--- config.mk ---
export PLATFORM = sky130hd
export DESIGN_NAME = ipml_fifo_rd_burst_v1_0
export DESIGN_NICKNAME = d
export VERILOG_FILES = /design/src/rtl/ipml_fifo_pkg.sv /design/src/rtl/ipml_fifo_rd_obuf.sv /design/src/rtl/ipml_fifo_rd_burst_v1_0.sv
export SDC_FILE = /design/constraint.sdc
export NUM_CORES = 1
export LEC_CHECK = 0
export CORE_MARGIN = 5
export CORE_UTILIZATION = 40
export DETAILED_ROUTE_END_ITERATION = 16
export DONT_BUFFER_PORTS = 1
export PLACE_DENSITY = 0.56
export SLEW_MARGIN = 20
export SYNTH_ARGS = -nofsm -noshare
export SYNTH_HDL_FRONTEND = slang
export SYNTH_SLANG_ARGS = --single-unit
--- constraint.sdc ---
create_clock -name rclk -period 2.5 [get_ports rclk]
set_input_delay 0 -clock rclk [delete_from_list [all_inputs] [get_ports rclk]]
set_output_delay 0 -clock rclk [all_outputs]
set_load 0.03 [all_outputs]
--- src/rtl/ipml_fifo_pkg.sv ---
// Shared definitions for the FIFO read-side blocks: FSM encoding and a
// constant-safe ceil(log2) helper for sizing counters and pointers.
package ipml_fifo_pkg;

  localparam logic [1:0] ST_IDLE  = 2'd0;
  localparam logic [1:0] ST_RUN   = 2'd1;
  localparam logic [1:0] ST_FLUSH = 2'd2;
  localparam logic [1:0] ST_DONE  = 2'd3;

  function automatic int clog2(input int value);
    int r;
    r = 0;
    for (int v = value - 1; v > 0; v = v >> 1) r++;
    return r;
  endfunction

endpackage

--- src/rtl/ipml_fifo_rd_obuf.sv ---
// Small circular output buffer: head entry drives the stream, clear empties it
// in one cycle. A push and a pop together leave the count unchanged.
module ipml_fifo_rd_obuf
  import ipml_fifo_pkg::*;
#(
  parameter int c_DATA_WIDTH = 16,
  parameter int c_BUF_DEPTH  = 4,
  parameter int c_CNT_W      = clog2(c_BUF_DEPTH + 1)
) (
  input  logic                    clk,
  input  logic                    rst_n,
  input  logic                    push,
  input  logic [c_DATA_WIDTH-1:0] din,
  input  logic                    pop,
  input  logic                    clr,
  output logic [c_DATA_WIDTH-1:0] dout,
  output logic                    valid,
  output logic [c_CNT_W-1:0]      cnt
);

  localparam int c_PTR_W = clog2(c_BUF_DEPTH);

  logic [c_DATA_WIDTH-1:0] mem_q [c_BUF_DEPTH];
  logic [c_DATA_WIDTH-1:0] mem_d [c_BUF_DEPTH];
  logic [c_PTR_W-1:0]      wr_ptr_q, wr_ptr_d;
  logic [c_PTR_W-1:0]      rd_ptr_q, rd_ptr_d;
  logic [c_CNT_W-1:0]      cnt_q, cnt_d;
  logic                    pop_ok;

  function automatic logic [c_PTR_W-1:0] ptr_inc(input logic [c_PTR_W-1:0] p);
    return (p == c_PTR_W'(c_BUF_DEPTH - 1)) ? '0 : p + c_PTR_W'(1);
  endfunction

  assign valid  = (cnt_q != '0);
  assign pop_ok = pop & valid;
  assign dout   = valid ? mem_q[rd_ptr_q] : '0;
  assign cnt    = cnt_q;

  always_comb begin
    mem_d    = mem_q;
    wr_ptr_d = wr_ptr_q;
    rd_ptr_d = rd_ptr_q;
    cnt_d    = cnt_q;
    if (clr) begin
      wr_ptr_d = '0;
      rd_ptr_d = '0;
      cnt_d    = '0;
    end else begin
      if (push) begin
        mem_d[wr_ptr_q] = din;
        wr_ptr_d        = ptr_inc(wr_ptr_q);
      end
      if (pop_ok) rd_ptr_d = ptr_inc(rd_ptr_q);
      if (push && !pop_ok)      cnt_d = cnt_q + c_CNT_W'(1);
      else if (!push && pop_ok) cnt_d = cnt_q - c_CNT_W'(1);
    end
  end

  // Data storage carries no reset; the count gates what is visible.
  always_ff @(posedge clk) begin
    mem_q <= mem_d;
  end

  always_ff @(posedge clk or negedge rst_n) begin
    if (!rst_n) begin
      wr_ptr_q <= '0;
      rd_ptr_q <= '0;
      cnt_q    <= '0;
    end else begin
      wr_ptr_q <= wr_ptr_d;
      rd_ptr_q <= rd_ptr_d;
      cnt_q    <= cnt_d;
    end
  end

endmodule

--- src/rtl/ipml_fifo_rd_burst_v1_0.sv ---
// Burst reader: issues FIFO reads under a buffer credit, tracks RAM latency with
// a flag pipe and streams length-counted bursts out as valid/ready.
module ipml_fifo_rd_burst_v1_0
  import ipml_fifo_pkg::*;
#(
  parameter int c_DATA_WIDTH = 16,
  parameter int c_LEN_WIDTH  = 12,
  parameter int c_RD_LATENCY = 1,
  parameter int c_BUF_DEPTH  = 4
) (
  input  logic                    rclk,
  input  logic                    rrst_n,
  input  logic                    burst_start,
  input  logic [c_LEN_WIDTH-1:0]  burst_len,
  input  logic                    burst_abort,
  output logic                    busy,
  output logic                    done,
  output logic                    aborted,
  output logic                    r_en,
  input  logic                    rempty,
  input  logic [c_DATA_WIDTH-1:0] rd_data,
  output logic                    m_valid,
  output logic [c_DATA_WIDTH-1:0] m_data,
  output logic                    m_last,
  input  logic                    m_ready
);

  localparam int c_CNT_W = clog2(c_BUF_DEPTH + 1);

  logic [1:0]              state_q, state_d;
  logic [c_LEN_WIDTH-1:0]  issue_cnt_q, issue_cnt_d;
  logic [c_LEN_WIDTH-1:0]  out_cnt_q, out_cnt_d;
  logic [c_RD_LATENCY-1:0] pipe_q, pipe_d;
  logic                    zdone_q, zdone_d;
  logic                    abrt_q, abrt_d;
  logic [c_CNT_W-1:0]      inflight;
  logic [c_CNT_W-1:0]      buf_cnt;
  logic                    credit_ok, in_run, xfer, buf_push, buf_clr;

  always_comb begin
    inflight = '0;
    for (int i = 0; i < c_RD_LATENCY; i++) inflight = inflight + c_CNT_W'(pipe_q[i]);
  end

  // Reserve a buffer slot for every read still in the RAM pipe.
  assign credit_ok = ({1'b0, inflight} + {1'b0, buf_cnt}) < (c_CNT_W + 1)'(c_BUF_DEPTH);
  assign in_run    = (state_q == ST_RUN);
  assign r_en      = in_run & ~burst_abort & ~rempty & (issue_cnt_q != '0) & credit_ok;
  assign xfer      = m_valid & m_ready;
  assign buf_push  = pipe_q[c_RD_LATENCY-1] & in_run & ~burst_abort;
  assign buf_clr   = in_run & burst_abort;
  assign m_last    = m_valid & (out_cnt_q == c_LEN_WIDTH'(1));

  assign busy    = in_run | (state_q == ST_FLUSH);
  assign done    = (state_q == ST_DONE) | zdone_q;
  assign aborted = (state_q == ST_DONE) & abrt_q;

  ipml_fifo_rd_obuf #(
    .c_DATA_WIDTH (c_DATA_WIDTH),
    .c_BUF_DEPTH  (c_BUF_DEPTH),
    .c_CNT_W      (c_CNT_W)
  ) u_obuf (
    .clk   (rclk),
    .rst_n (rrst_n),
    .push  (buf_push),
    .din   (rd_data),
    .pop   (xfer),
    .clr   (buf_clr),
    .dout  (m_data),
    .valid (m_valid),
    .cnt   (buf_cnt)
  );

  always_comb begin
    pipe_d    = pipe_q << 1;
    pipe_d[0] = r_en;
  end

  always_comb begin
    state_d     = state_q;
    issue_cnt_d = issue_cnt_q;
    out_cnt_d   = out_cnt_q;
    zdone_d     = 1'b0;
    abrt_d      = abrt_q;
    case (state_q)
      ST_IDLE: begin
        if (burst_start) begin
          abrt_d = 1'b0;
          if (burst_len != '0) begin
            state_d     = ST_RUN;
            issue_cnt_d = burst_len;
            out_cnt_d   = burst_len;
          end else begin
            zdone_d = 1'b1;
          end
        end
      end
      ST_RUN: begin
        if (r_en) issue_cnt_d = issue_cnt_q - c_LEN_WIDTH'(1);
        if (burst_abort) begin
          state_d = ST_FLUSH;
          abrt_d  = 1'b1;
        end else if (xfer) begin
          if (out_cnt_q != '0) out_cnt_d = out_cnt_q - c_LEN_WIDTH'(1);
          if (m_last) state_d = ST_DONE;
        end
      end
      ST_FLUSH: begin
        if (inflight == '0) state_d = ST_DONE;
      end
      default: state_d = ST_IDLE;
    endcase
  end

  always_ff @(posedge rclk or negedge rrst_n) begin
    if (!rrst_n) begin
      state_q     <= ST_IDLE;
      issue_cnt_q <= '0;
      out_cnt_q   <= '0;
      pipe_q      <= '0;
      zdone_q     <= 1'b0;
      abrt_q      <= 1'b0;
    end else begin
      state_q     <= state_d;
      issue_cnt_q <= issue_cnt_d;
      out_cnt_q   <= out_cnt_d;
      pipe_q      <= pipe_d;
      zdone_q     <= zdone_d;
      abrt_q      <= abrt_d;
    end
  end

endmodule
==> results of run 1 <==
-- sequential cells by signal, indices dropped and copies added (netlist names) --
name,cells
state_q,2
u_obuf.rd_ptr_q,2
u_obuf.mem_q,64
pipe_q,1
abrt_q,1
zdone_q,1
u_obuf.wr_ptr_q,2
issue_cnt_q,12
out_cnt_q,12
u_obuf.cnt,3
-- cell families after synthesis --
| kind of cell | Yosys count | share of synthesized area (%) |
|---|---|---|
| adders and majority gates | 16 | 4.19 |
| buffers and inverters | 30 | 2.55 |
| AOI/OAI and AO/OA | 79 | 10.5 |
| xor gates and xnor gates | 2 | 0.353 |
| and+or+nand+nor | 152 | 17.2 |
| DFF | 100 | 56.9 |
| muxes | 21 | 8.35 |
-- worst min-delay path by stage --
stage                     start            endpoint  slack, ps  cells after the start
finish              burst_abort  u_obuf.wr_ptr_q[0]         -7                      4
global route            m_ready          state_q[1]         30                      3
CTS                 burst_abort  u_obuf.wr_ptr_q[0]          8                      4
detailed placement       rrst_n      issue_cnt_q[8]       -290                      0
global placement         rrst_n      issue_cnt_q[7]       -290                      0
floorplan                rrst_n              abrt_q       -300                      0
-- cell usage in the layout, fill, tap and decap left out, drive strengths merged, types with 4 or more instances in the layout --
| cell type | count |
|---|---|
| o211ai | 5 |
| buf | 22 |
| nor2 | 25 |
| inv | 16 |
| o22ai | 9 |
| nor4 | 6 |
| o21ai | 19 |
| nand4 | 4 |
| a21oi | 18 |
| a22oi | 5 |
| clkbuf | 10 |
| or3 | 5 |
| edfxtp | 64 |
| mux4 | 16 |
| or2 | 6 |
| nor2b | 8 |
| and2 | 21 |
| dfrtp | 36 |
| ha | 15 |
| nand2 | 31 |
| dlygate4sd3 | 32 |
| nand3 | 14 |
| nor3 | 14 |
| and3 | 6 |
-- metal layers --
| metal | vias to the layer above | routed length (µm) |
|---|---|---|
| met5 | - | 0 |
| met4 | 0 | 236 |
| met3 | 16 | 747 |
| met2 | 76 | 5070 |
| met1 | 1629 | 5120 |
| li1 | 1615 | - |
-- cell usage after synthesis (3+ instances only) --
master                     instances  share of area (%)
sky130_fd_sc_hd__mux4_2           16                7.3
sky130_fd_sc_hd__and2_1           21                2.6
sky130_fd_sc_hd__nand4_1           3               0.38
sky130_fd_sc_hd__o21ai_1          11                1.1
sky130_fd_sc_hd__o31a_1            3               0.53
sky130_fd_sc_hd__and3_1            5               0.63
sky130_fd_sc_hd__a22oi_1           5               0.76
sky130_fd_sc_hd__dfrtp_1          36                 18
sky130_fd_sc_hd__or3_1             5               0.63
sky130_fd_sc_hd__buf_2             5               0.50
sky130_fd_sc_hd__a21oi_1          18                1.8
sky130_fd_sc_hd__nand2_1          30                2.3
sky130_fd_sc_hd__nor2_1           25                1.9
sky130_fd_sc_hd__o21ai_0           8               0.81
sky130_fd_sc_hd__nand3_1          14                1.4
sky130_fd_sc_hd__o211ai_1          5               0.76
sky130_fd_sc_hd__o31ai_1           3               0.45
sky130_fd_sc_hd__a31oi_1           3               0.38
sky130_fd_sc_hd__ha_1             15                3.8
sky130_fd_sc_hd__o22ai_1           9                1.1
sky130_fd_sc_hd__nor3_1           12                1.2
sky130_fd_sc_hd__edfxtp_1         64                 39
sky130_fd_sc_hd__inv_1            12               0.91
sky130_fd_sc_hd__nor2b_1           7               0.88
sky130_fd_sc_hd__nor4_1            6               0.76
sky130_fd_sc_hd__clkbuf_1         10               0.76
sky130_fd_sc_hd__or2_2             6               0.76
-- power groups by stage --
stage | Sequential, W | Clock [W] | Combinational (W)
after global routing | 0.00254 | 0.00150 | 0.00310
final | 0.00248 | 0.00138 | 0.00281
after floorplan | 0.00236 | 0 | 0.00227
after CTS | 0.00248 | 0.00144 | 0.00282
after detailed placement | 0.00251 | 0 | 0.00274
after global placement | 0.00250 | 0 | 0.00270
-- layout make-up --
type | count | area share (%)
Clock buffer | 10 | 4.05
Clock inverter | 6 | 1.06
Inverter | 12 | 0.763
Multi-Input combinational cell | 270 | 34.1
Sequential cell | 100 | 47.8
Tap cell | 168 | 3.56
Timing Repair Buffer | 54 | 8.64
-- repair_timing --
| action | CTS | global route |
|---|---|---|
| resized for setup | 0 | 1 |
| setup endpoints to repair | 0 | 2 |
| endpoints found under the hold margin | 133 | 0 |
| buffers inserted | 0 | 1 |
| hold buffers | 33 | 0 |
-- stage by stage --
stage	setup slack (ps)	hold slack (ps)
global placement	246	-294
global route	9.01	34.9
finish	171	-6.88
detailed placement	137	-294
CTS	134	7.56
floorplan	339	-296
-- worst max-delay path: cells and delay by family, from the launching register on --
kind            cells  cell delay, ps
fa+ha+maj           2             660
flops               1             400
simple gates        5             710
buf+inv             1              80
compound gates      2             340
==> metrics.log, run 1 <==
INFO  metric outcome = finished, violations left
INFO  metric violations = negative hold slack
INFO  metric setup-violations-final = 0
INFO  metric synthFlopType = sky130_fd_sc_hd__edfxtp_1
INFO  metric final_core_utilization = 48.8%
INFO  metric synth_sequential_area_ratio = 56.9%
INFO  metric post-route-period-util = 93.2%
INFO  metric drt-pass1-iter-count = 4
INFO  metric synth.avg_cell_area = 12.4 µm²
INFO  metric clock_tree.root_cell = sky130_fd_sc_hd__clkbuf_16
INFO  metric via_count_of_the_first_global_routing_pass = 3241
INFO  metric num_io_pins = 56
INFO  metric gr-max-usage-layer = met2
INFO  metric placed_cells_incl_taps = 570
INFO  metric cell_internal_power_dissipation = 0.00397 W
INFO  metric pwr-share-seq = 37.2%
INFO  metric dieWidth = 121 µm
INFO  metric met1_usage = 21.8%
INFO  metric crit_slowest_cell = sky130_fd_sc_hd__fa_1
INFO  metric async_reset_ff_share = 36.0%
INFO  metric vias = 3336
INFO  metric antennaDiodeCount = 0
INFO  metric htree_num_levels = 3
INFO  metric reg2reg_setup_slack = 170 ps
INFO  metric grt_util_met3 = 4.76%
INFO  metric timing.final.hold_violations = 1
INFO  metric postPlaceCellArea = 5250 µm²
INFO  metric peakVddDrop = 0.000545 V
INFO  metric floorplan.die_area = 14700 µm²
INFO  metric area_of_the_multi_input_gates = 2020 µm²
INFO  metric cellLeakagePower = 2.17 nW
INFO  metric antenna_found_initial = 0
INFO  metric number_of_enable_flip_flop_cells_after_synthesis = 64
INFO  metric drt.antenna.violating_nets = 0
INFO  metric sum_of_negative_setup_slack = 0 ps
INFO  metric rsz0062_at_grt = false
INFO  metric detail_route.drc_violations = 0
INFO  metric timing.setup.critical_path_class = flip-flop to flip-flop
INFO  metric synth_warnings = 0
INFO  metric sw_frac_of_total = 40.4%
INFO  metric final_period_minus_worst_setup_slack = 2330 ps
INFO  metric power_density = 1130 nW/µm²
INFO  metric syn_inst = 400
INFO  metric largest_net_degree_at_the_start_of_global_routing = 37
INFO  metric required_time_of_the_worst_setup_path = 2720 ps
INFO  metric final_area = 5910 µm²
INFO  metric hold_ws = -6.88 ps
INFO  metric critPathMaxFanout = 6
INFO  metric cts_tree = built
INFO  metric slew_headroom = 60.6%
INFO  metric gpl.final_weighted_congestion = 0.797
INFO  metric worstReg2RegEnd = u_obuf.cnt[2]
INFO  metric routed_wl = 11.2 mm
INFO  metric crit_path_end = u_obuf.cnt[2]
INFO  metric finish.cell_count_without_fillers = 620
INFO  metric final_net_count = 497
INFO  metric globalRouteTotalUtil = 16.0%
INFO  metric timing.critical_path.slowest_cell_delay = 410 ps
INFO  metric clock-skew-final = 7.93 ps
INFO  metric type_of_the_most_critical_hold_path = input port to flip-flop
INFO  metric dieHeight = 121 µm
INFO  metric grt_overflow_total = 0
INFO  metric critical_path_arrival = 2550 ps
INFO  metric fillCellCount = 1094
INFO  metric worst_r2r_startpoint = state_q[1]
INFO  metric startpoint_type = flip-flop
INFO  metric clock_sink_count = 100
INFO  metric core = 12100 µm²
INFO  metric fraction_of_power_consumed_by_combinational_cells = 42.1%
INFO  metric post_drt_via_cell_ratio = 5.38
INFO  metric routed_wire_length_per_instance = 18.0 µm
INFO  metric path_clk_slew = 70 ps
INFO  metric yosys.cell_types.count = 61
INFO  metric netSwitchingPower = 0.00270 W
INFO  metric startpoint = state_q[1]
INFO  metric layout-area-overhead-vs-synth = 19.0%
INFO  metric final_layout_size_suffix_gt1_share = 16.6%
INFO  metric r2r_cells = 10
INFO  metric detailedRoute.firstIterationViolations = 355
INFO  metric worstSetupEndpointType = flip-flop
INFO  metric timing.final.max_slew_violations = 0
INFO  metric cts_inserted_buffers = 9
INFO  metric clock_latency_reported_for_the_late_side_of_the_worst_skew_pair = 350 ps
INFO  metric grt_util_met2 = 23.8%
INFO  metric detailedPlacementHpwl = 7.43 mm
INFO  metric timing_worst_slew_pin_value = 585 ps
INFO  metric report.power.total = 0.00666 W
INFO  metric postSynthRegisterBits = 100
INFO  metric post_synth_instance_area = 4960 µm²
INFO  metric first_pass_grt_wire_length = 17.8 mm
INFO  metric initial_core_util = 41.0%
INFO  metric timing.fmax = 0.429 GHz
INFO  metric placementRows = 40
INFO  metric pwr-share-clk = 20.7%
INFO  metric mappedNetlistNets = 450
INFO  metric critical_path.cell_chain = inv_1, ha_1, nor2b_2, nand2_1, nor2_1, fa_1, and2_1, nor2b_1, o31ai_1, o22ai_1
INFO  metric regArea = 2820 µm²
INFO  metric cap_violations = 0
INFO  metric port_buffers = 0
INFO  metric clock_tree.buffer_depth = 2
No activity file was read; power rests on OpenSTA's default activity.
==> inputs of run 2 (changes only) <==
Settings changed: SETUP_SLACK_MARGIN set to 0.5.
==> run 2 against run 1 <==
The run now ends clean; clock skew is 1.4 ps lower; worst setup slack better by 300 ps; flip-flop and latch count stayed put; power is 9.1% higher; wire length is 6.5% higher; final area is 6.6% higher; non-clock buffer count is 27 higher; critical path depth stayed put; core utilization is 3.2 points higher; largest power group unchanged.
==> metrics.log, run 2 (same netlist as run 1, synthesis figures left out) <==
INFO  metric largest_register_ff_count = 64 (unchanged)
INFO  metric timing.final.max_slew_violations = 0 (unchanged)
INFO  metric timing_worst_slew_pin_value = 541 ps (-44.4 ps)
INFO  metric sum_of_negative_setup_slack = 0 ps (unchanged)
INFO  metric path_clk_slew = 70 ps (about the same)
INFO  metric detail_route.drc_violations = 0 (unchanged)
INFO  metric outcome = complete, no violations
INFO  metric fraction_of_power_consumed_by_combinational_cells = 47.9% (+5.8 points)
INFO  metric cell_internal_power_dissipation = 0.00437 W (+10%)
INFO  metric sw_frac_of_total = 39.9% (-0.53 points)
INFO  metric first_pass_grt_wire_length = 18.9 mm (+6.4%)
INFO  metric clock_tree.root_cell = sky130_fd_sc_hd__clkbuf_16
INFO  metric startpoint = state_q[0]
INFO  metric final_cell_mix = sky130_fd_sc_hd__edfxtp_1 (64), sky130_fd_sc_hd__buf_4 (39), sky130_fd_sc_hd__dlygate4sd3_1 (35)
INFO  metric port_buffers = 0 (unchanged)
INFO  metric gpl.final_weighted_congestion = 0.834 (+4.7%)
INFO  metric r2r_cells = 10 (unchanged)
INFO  metric critPathMaxFanout = 4 (-2)
INFO  metric slew_headroom = 63.6% (+3.0 points)
INFO  metric critical_path_arrival = 2250 ps (-300 ps)
INFO  metric hold_ws = 17.7 ps (+24.6 ps)
INFO  metric num_io_pins = 56 (unchanged)
INFO  metric rsz0062_at_grt = true
INFO  metric worst_r2r_startpoint = state_q[0]
INFO  metric cts_inserted_buffers = 9 (unchanged)
INFO  metric initial_core_util = 41.0% (unchanged)
INFO  metric worstHoldPathCells = 3 (-1)
INFO  metric type_of_the_most_critical_hold_path = input port to flip-flop
INFO  metric clock-skew-final = 6.54 ps (-1.39 ps)
INFO  metric detailedRoute.firstIterationViolations = 276 (-22%)
INFO  metric holdCritStartpoint = m_ready
INFO  metric worstSetupEndpointType = flip-flop
INFO  metric clock_latency_reported_for_the_late_side_of_the_worst_skew_pair = 350 ps (about the same)
INFO  metric detailedPlacementHpwl = 7.52 mm (+1.3%)
INFO  metric required_time_of_the_worst_setup_path = 2720 ps (about the same)
INFO  metric cap_violations = 0 (unchanged)
INFO  metric cellLeakagePower = 2.32 nW (+7.1%)
INFO  metric power_density = 1150 nW/µm² (+2.3%)
INFO  metric routed_wl = 11.9 mm (+6.5%)
INFO  metric layout-area-overhead-vs-synth = 26.8%
INFO  metric placementRows = 40 (unchanged)
INFO  metric postPlaceCellArea = 5260 µm² (about the same)
INFO  metric clock_sink_count = 100 (unchanged)
INFO  metric timing.final.hold_violations = 0 (-1)
INFO  metric final_layout_size_suffix_gt1_share = 26.5% (+9.9 points)
INFO  metric antennaDiodeCount = 0 (unchanged)
INFO  metric final_area = 6290 µm² (+6.6%)
INFO  metric routed_wire_length_per_instance = 18.4 µm (+1.9%)
INFO  metric largest_net_degree_at_the_start_of_global_routing = 37 (unchanged)
INFO  metric largestRegisters = u_obuf.mem_q: 64 flops, issue_cnt_q: 12 flops, out_cnt_q: 12 flops
INFO  metric vias = 3551 (+6.4%)
INFO  metric peakVddDrop = 0.000479 V (-12%)
INFO  metric reg2reg_setup_slack = 470 ps (+300 ps)
INFO  metric top_register = u_obuf.mem_q
INFO  metric pwr-share-seq = 33.8% (-3.4 points)
INFO  metric fillCellCount = 1091 (-0.27%)
INFO  metric worstReg2RegEnd = u_obuf.cnt[2]
INFO  metric post-route-period-util = 81.0% (-12 points)
INFO  metric antenna_found_initial = 0 (unchanged)
INFO  metric dieWidth = 121 µm (unchanged)
INFO  metric via_count_of_the_first_global_routing_pass = 3564 (+10%)
INFO  metric final_core_utilization = 52.0% (+3.2 points)
INFO  metric post_drt_via_cell_ratio = 5.48 (+1.8%)
INFO  metric timing.fmax = 0.494 GHz (+15%)
INFO  metric drt-pass1-iter-count = 4 (unchanged)
INFO  metric grt_overflow_total = 0 (unchanged)
INFO  metric dieHeight = 121 µm (unchanged)
INFO  metric startpoint_type = flip-flop
INFO  metric core = 12100 µm² (unchanged)
INFO  metric cts_tree = built
INFO  metric htree_num_levels = 3 (unchanged)
INFO  metric clock_tree.buffer_depth = 2 (unchanged)
INFO  metric final_net_count = 525 (+5.6%)
INFO  metric globalRouteTotalUtil = 16.8% (+0.76 points)
INFO  metric final_period_minus_worst_setup_slack = 2030 ps (-303 ps)
INFO  metric timing.setup.critical_path_class = flip-flop to flip-flop
INFO  metric netSwitchingPower = 0.00290 W (+7.6%)
INFO  metric pwr-share-clk = 18.4% (-2.3 points)
INFO  metric drt.antenna.violating_nets = 0 (unchanged)
INFO  metric whs_endpoint = state_q[1]
INFO  metric floorplan.die_area = 14700 µm² (unchanged)
INFO  metric setup-violations-final = 0 (unchanged)
INFO  metric layout_commonest_cell = sky130_fd_sc_hd__edfxtp_1
run 2: cell count changes in the layout (fill, tap and decap cells not counted), moves of 4 or more:
cell	change
sky130_fd_sc_hd__buf_4	+19
sky130_fd_sc_hd__buf_6	+4
sky130_fd_sc_hd__dfrtp_1	-6
sky130_fd_sc_hd__dfrtp_2	+6
run 2: per-stage QoR:
step	worst slack, ps	power [W]	std cells
2_1_floorplan	485	0.00464	400
3_3_place_gp	150	0.00521	569
6_report	474	0.00727	648
5_1_grt	390	0.00776	648
3_5_place_dp	60.0	0.00528	569
4_1_cts	391	0.00712	642
run 2: power groups by stage:
stage                     Sequential (W)  Combinational, W  Clock, W
after floorplan                  0.00236           0.00228         0
after global placement           0.00248           0.00273         0
after detailed placement         0.00250           0.00278         0
after CTS                        0.00243           0.00330   0.00138
after global routing             0.00251           0.00380   0.00145
final                            0.00245           0.00348   0.00134
run 2: final cells by class:
type                            count  area [µm²]  area share (%)
Clock buffer                       10         229            3.64
Clock inverter                      6        53.8           0.855
Multi-Input combinational cell    271        2180            34.6
Tap cell                          168         210            3.34
Sequential cell                   100        2830            45.0
Inverter                           12        45.0           0.716
Timing Repair Buffer               81         748            11.9
run 2: worst max-delay path: stages, from the launching register on:
cell and delay [ps]:
sky130_fd_sc_hd__dfrtp_2 450, sky130_fd_sc_hd__ha_4 180, sky130_fd_sc_hd__nor2b_4 130, sky130_fd_sc_hd__buf_6 120
sky130_fd_sc_hd__nand2_4 70, sky130_fd_sc_hd__nor2_4 40, sky130_fd_sc_hd__fa_2 330, sky130_fd_sc_hd__and2_4 150
sky130_fd_sc_hd__nor2b_4 110, sky130_fd_sc_hd__o31ai_1 210, sky130_fd_sc_hd__o22ai_1 100
run 2: timing repair:
item / CTS / global route
hold buffers: 36 / 0
setup endpoints to repair: 39 / 39
gates cloned: 0 / 1
hold endpoints to repair: 132 / 0
gates resized for setup: 23 / 21
buffers inserted: 21 / 5
pin swaps: 16 / 15
run 2: how the worst max path moves through the flow:
stage	endpoint	slack (ps)
detailed placement	out_cnt_q[10]	60
CTS	u_obuf.cnt[2]	390
global placement	out_cnt_q[10]	150
global route	u_obuf.cnt[2]	390
finish	u_obuf.cnt[2]	470
floorplan	u_obuf.cnt[2]	480
run 2: per-layer routing:
metal	routed length (µm)	GRT usage, %	vias up
li1	-	-	1683
met1	5140	21.6	1732
met2	5650	25.5	117
met3	871	6.01	19
met4	244	7.28	0
met5	0	0	-
==> inputs of run 3 (changes only) <==
Clock period 2.5 ns to 2 ns, I/O delays scaled along.
==> run 3 against run 2 <==
The flow now finishes with violations (negative hold slack, negative setup slack); wire length increased by 13%; count of clock-buffer cells in the layout unchanged; register-to-register slack got worse by 500 ps; die area unchanged.
==> metrics.log, run 3 (same netlist as run 1, synthesis figures left out) <==
INFO  metric outcome = finished, violations left
INFO  metric violations = negative hold slack, negative setup slack
INFO  metric required_time_of_the_worst_setup_path = 2240 ps (-480 ps)
INFO  metric timing_worst_slew_pin_value = 493 ps (-47.9 ps)
INFO  metric reg2reg_setup_slack = -30 ps (-500 ps)
INFO  metric path_clk_slew = 70 ps (about the same)
INFO  metric cellLeakagePower = 2.66 nW (+14%)
INFO  metric grt_overflow_total = 0 (unchanged)
INFO  metric timing.fmax = 0.492 GHz (-0.24%)
INFO  metric cap_violations = 0 (unchanged)
INFO  metric post-route-period-util = 102% (+21 points)
INFO  metric holdCritStartpoint = burst_abort
INFO  metric worstReg2RegEnd = state_q[0]
INFO  metric layout-area-overhead-vs-synth = 43.1%
INFO  metric port_buffers = 0 (unchanged)
INFO  metric type_of_the_most_critical_hold_path = input port to flip-flop
INFO  metric critPathMaxFanout = 3 (-1)
INFO  metric final_net_count = 569 (+8.4%)
INFO  metric layout_commonest_cell = sky130_fd_sc_hd__edfxtp_1
INFO  metric routed_wire_length_per_instance = 19.5 µm (+6.0%)
INFO  metric r2r_cells = 5 (-5)
INFO  metric worstHoldPathCells = 1 (-2)
INFO  metric vias = 3795 (+6.9%)
INFO  metric routed_wl = 13.5 mm (+13%)
INFO  metric cts_inserted_buffers = 9 (unchanged)
INFO  metric final_area = 7100 µm² (+13%)
INFO  metric final_cell_mix = sky130_fd_sc_hd__edfxtp_1 (64), sky130_fd_sc_hd__buf_4 (59), sky130_fd_sc_hd__dlygate4sd3_1 (32)
INFO  metric crit_slowest_cell = sky130_fd_sc_hd__or4_4
INFO  metric fin_ws = -30.8 ps (-505 ps)
INFO  metric rsz0062_at_grt = true
INFO  metric largest_register_ff_count = 64 (unchanged)
INFO  metric clock_tree.buffer_depth = 2 (unchanged)
INFO  metric postPlaceCellArea = 5700 µm² (+8.4%)
INFO  metric detail_route.drc_violations = 0 (unchanged)
INFO  metric post_drt_via_cell_ratio = 5.48 (about the same)
INFO  metric timing.final.hold_violations = 7 (+7)
INFO  metric timing.setup.critical_path_class = flip-flop to flip-flop
INFO  metric critical_path.cell_chain = or4_4, nor2b_4, nand4_4, a221oi_4, mux2_4
INFO  metric fillCellCount = 966 (-11%)
INFO  metric drt.antenna.violating_nets = 0 (unchanged)
INFO  metric final_layout_size_suffix_gt1_share = 41.4% (+15 points)
INFO  metric largest_net_degree_at_the_start_of_global_routing = 37 (unchanged)
INFO  metric dieWidth = 121 µm (unchanged)
INFO  metric core = 12100 µm² (unchanged)
INFO  metric worst_r2r_startpoint = out_cnt_q[9]
INFO  metric slew_headroom = 67.1% (+3.5 points)
INFO  metric placementRows = 40 (unchanged)
INFO  metric clock_sink_count = 100 (unchanged)
INFO  metric clock-skew-final = 9.14 ps (+2.60 ps)
INFO  metric dieHeight = 121 µm (unchanged)
INFO  metric via_count_of_the_first_global_routing_pass = 3854 (+8.1%)
INFO  metric globalRouteTotalUtil = 18.2% (+1.5 points)
INFO  metric initial_core_util = 41.0% (unchanged)
INFO  metric top_register = u_obuf.mem_q
INFO  metric sum_of_negative_setup_slack = -79.2 ps (-79.2 ps)
INFO  metric antennaDiodeCount = 0 (unchanged)
INFO  metric clock_tree.root_cell = sky130_fd_sc_hd__clkbuf_16
INFO  metric pre_cts_slack = -52.6 ps (-113 ps)
INFO  metric detailedRoute.firstIterationViolations = 251 (-9.1%)
INFO  metric area_of_the_multi_input_gates = 2420 µm² (+11%)
INFO  metric largestRegisters = u_obuf.mem_q: 64 flops, issue_cnt_q: 12 flops, out_cnt_q: 12 flops
INFO  metric peakVddDrop = 0.000814 V (+70%)
INFO  metric detailedPlacementHpwl = 8.12 mm (+7.9%)
INFO  metric power_density = 1480 nW/µm² (+28%)
INFO  metric floorplan.die_area = 14700 µm² (unchanged)
INFO  metric startpoint = out_cnt_q[9]
INFO  metric antenna_found_initial = 0 (unchanged)
INFO  metric final_period_minus_worst_setup_slack = 2030 ps (+4.86 ps)
INFO  metric timing.final.max_slew_violations = 0 (unchanged)
INFO  metric gpl.final_weighted_congestion = 0.797 (-4.4%)
INFO  metric htree_num_levels = 3 (unchanged)
INFO  metric startpoint_type = flip-flop
INFO  metric critical_path_arrival = 2270 ps (+20 ps)
INFO  metric timing.critical_path.slowest_cell_delay = 580 ps (+130 ps)
INFO  metric regArea = 2830 µm² (about the same)
INFO  metric whs_endpoint = u_obuf.wr_ptr_q[1]
INFO  metric num_io_pins = 56 (unchanged)
INFO  metric clock_latency_reported_for_the_late_side_of_the_worst_skew_pair = 360 ps (about the same)
INFO  metric first_pass_grt_wire_length = 20.5 mm (+8.4%)
INFO  metric cts_tree = built
INFO  metric worstSetupEndpointType = flip-flop
INFO  metric drt-pass1-iter-count = 5 (+1)
INFO  metric setup-violations-final = 6 (+6)
INFO  metric hold_ws = -265 ps (-283 ps)
INFO  metric cts.hold.buffers_added = 33 (-8.3%)
## run 3: worst max path at each step
| stage | to | slack [ps] | cells past startpoint |
|---|---|---|---|
| floorplan | u_obuf.cnt[2] | -10 | 11 |
| global placement | state_q[1] | -10 | 5 |
| detailed placement | issue_cnt_q[5] | -50 | 7 |
| CTS | u_obuf.cnt[2] | -10 | 9 |
| global route | state_q[0] | -80 | 5 |
| finish | state_q[0] | -30 | 5 |
## run 3: final cells by class
cell class	count	area share [%]
repair buffers	125	18.2
flip-flops and latches	100	39.8
well taps	168	2.96
clock inverters	6	0.864
clock buffers	10	3.37
inverters	12	0.634
multi-input cells	271	34.1
## run 3: what timing repair did
action	4_1_cts	5_1_grt
setup buffers	17	8
pin swaps	24	29
cloned	3	4
endpoints found under the hold margin	134	7
setup endpoints to repair	112	115
resized for setup	85	40
## run 3: stage by stage
step	utilization, %	hold WS (ps)	power [W]	instances
detailed placement	47.1	-294	0.00726	611
global route	58.6	-287	0.0111	692
global placement	47.1	-294	0.00717	611
CTS	56.0	-284	0.0101	680
floorplan	-	-296	0.00595	400
finish	58.6	-265	0.0105	692
## run 3: power by group
| part | total [W] | internal, W | switching (W) |
|---|---|---|---|
| clock | 0.00176 | 0.000918 | 0.000845 |
| sequential | 0.00296 | 0.00257 | 0.000382 |
| combinational | 0.00576 | 0.00289 | 0.00287 |
| total | 0.0105 | 0.00638 | 0.00410 |
## run 3: worst max-delay path, delay by kind of cell, from the launching register on
| family | cells | cell delay, ps |
|---|---|---|
| AND/OR/NAND/NOR | 3 | 850 |
| AO/OA/AOI/OAI | 1 | 350 |
| flip-flops | 1 | 380 |
| multiplexers | 1 | 330 |
## run 3: layer usage
metal	part of all wire, %	wire (µm)	GRT usage [%]	vias up
met1	43	5780	23.9	1880
li1	-	-	-	1767
met5	0	0	0	-
met2	49	6600	28.6	125
met3	6.2	832	5.36	23
met4	1.9	254	6.93	0
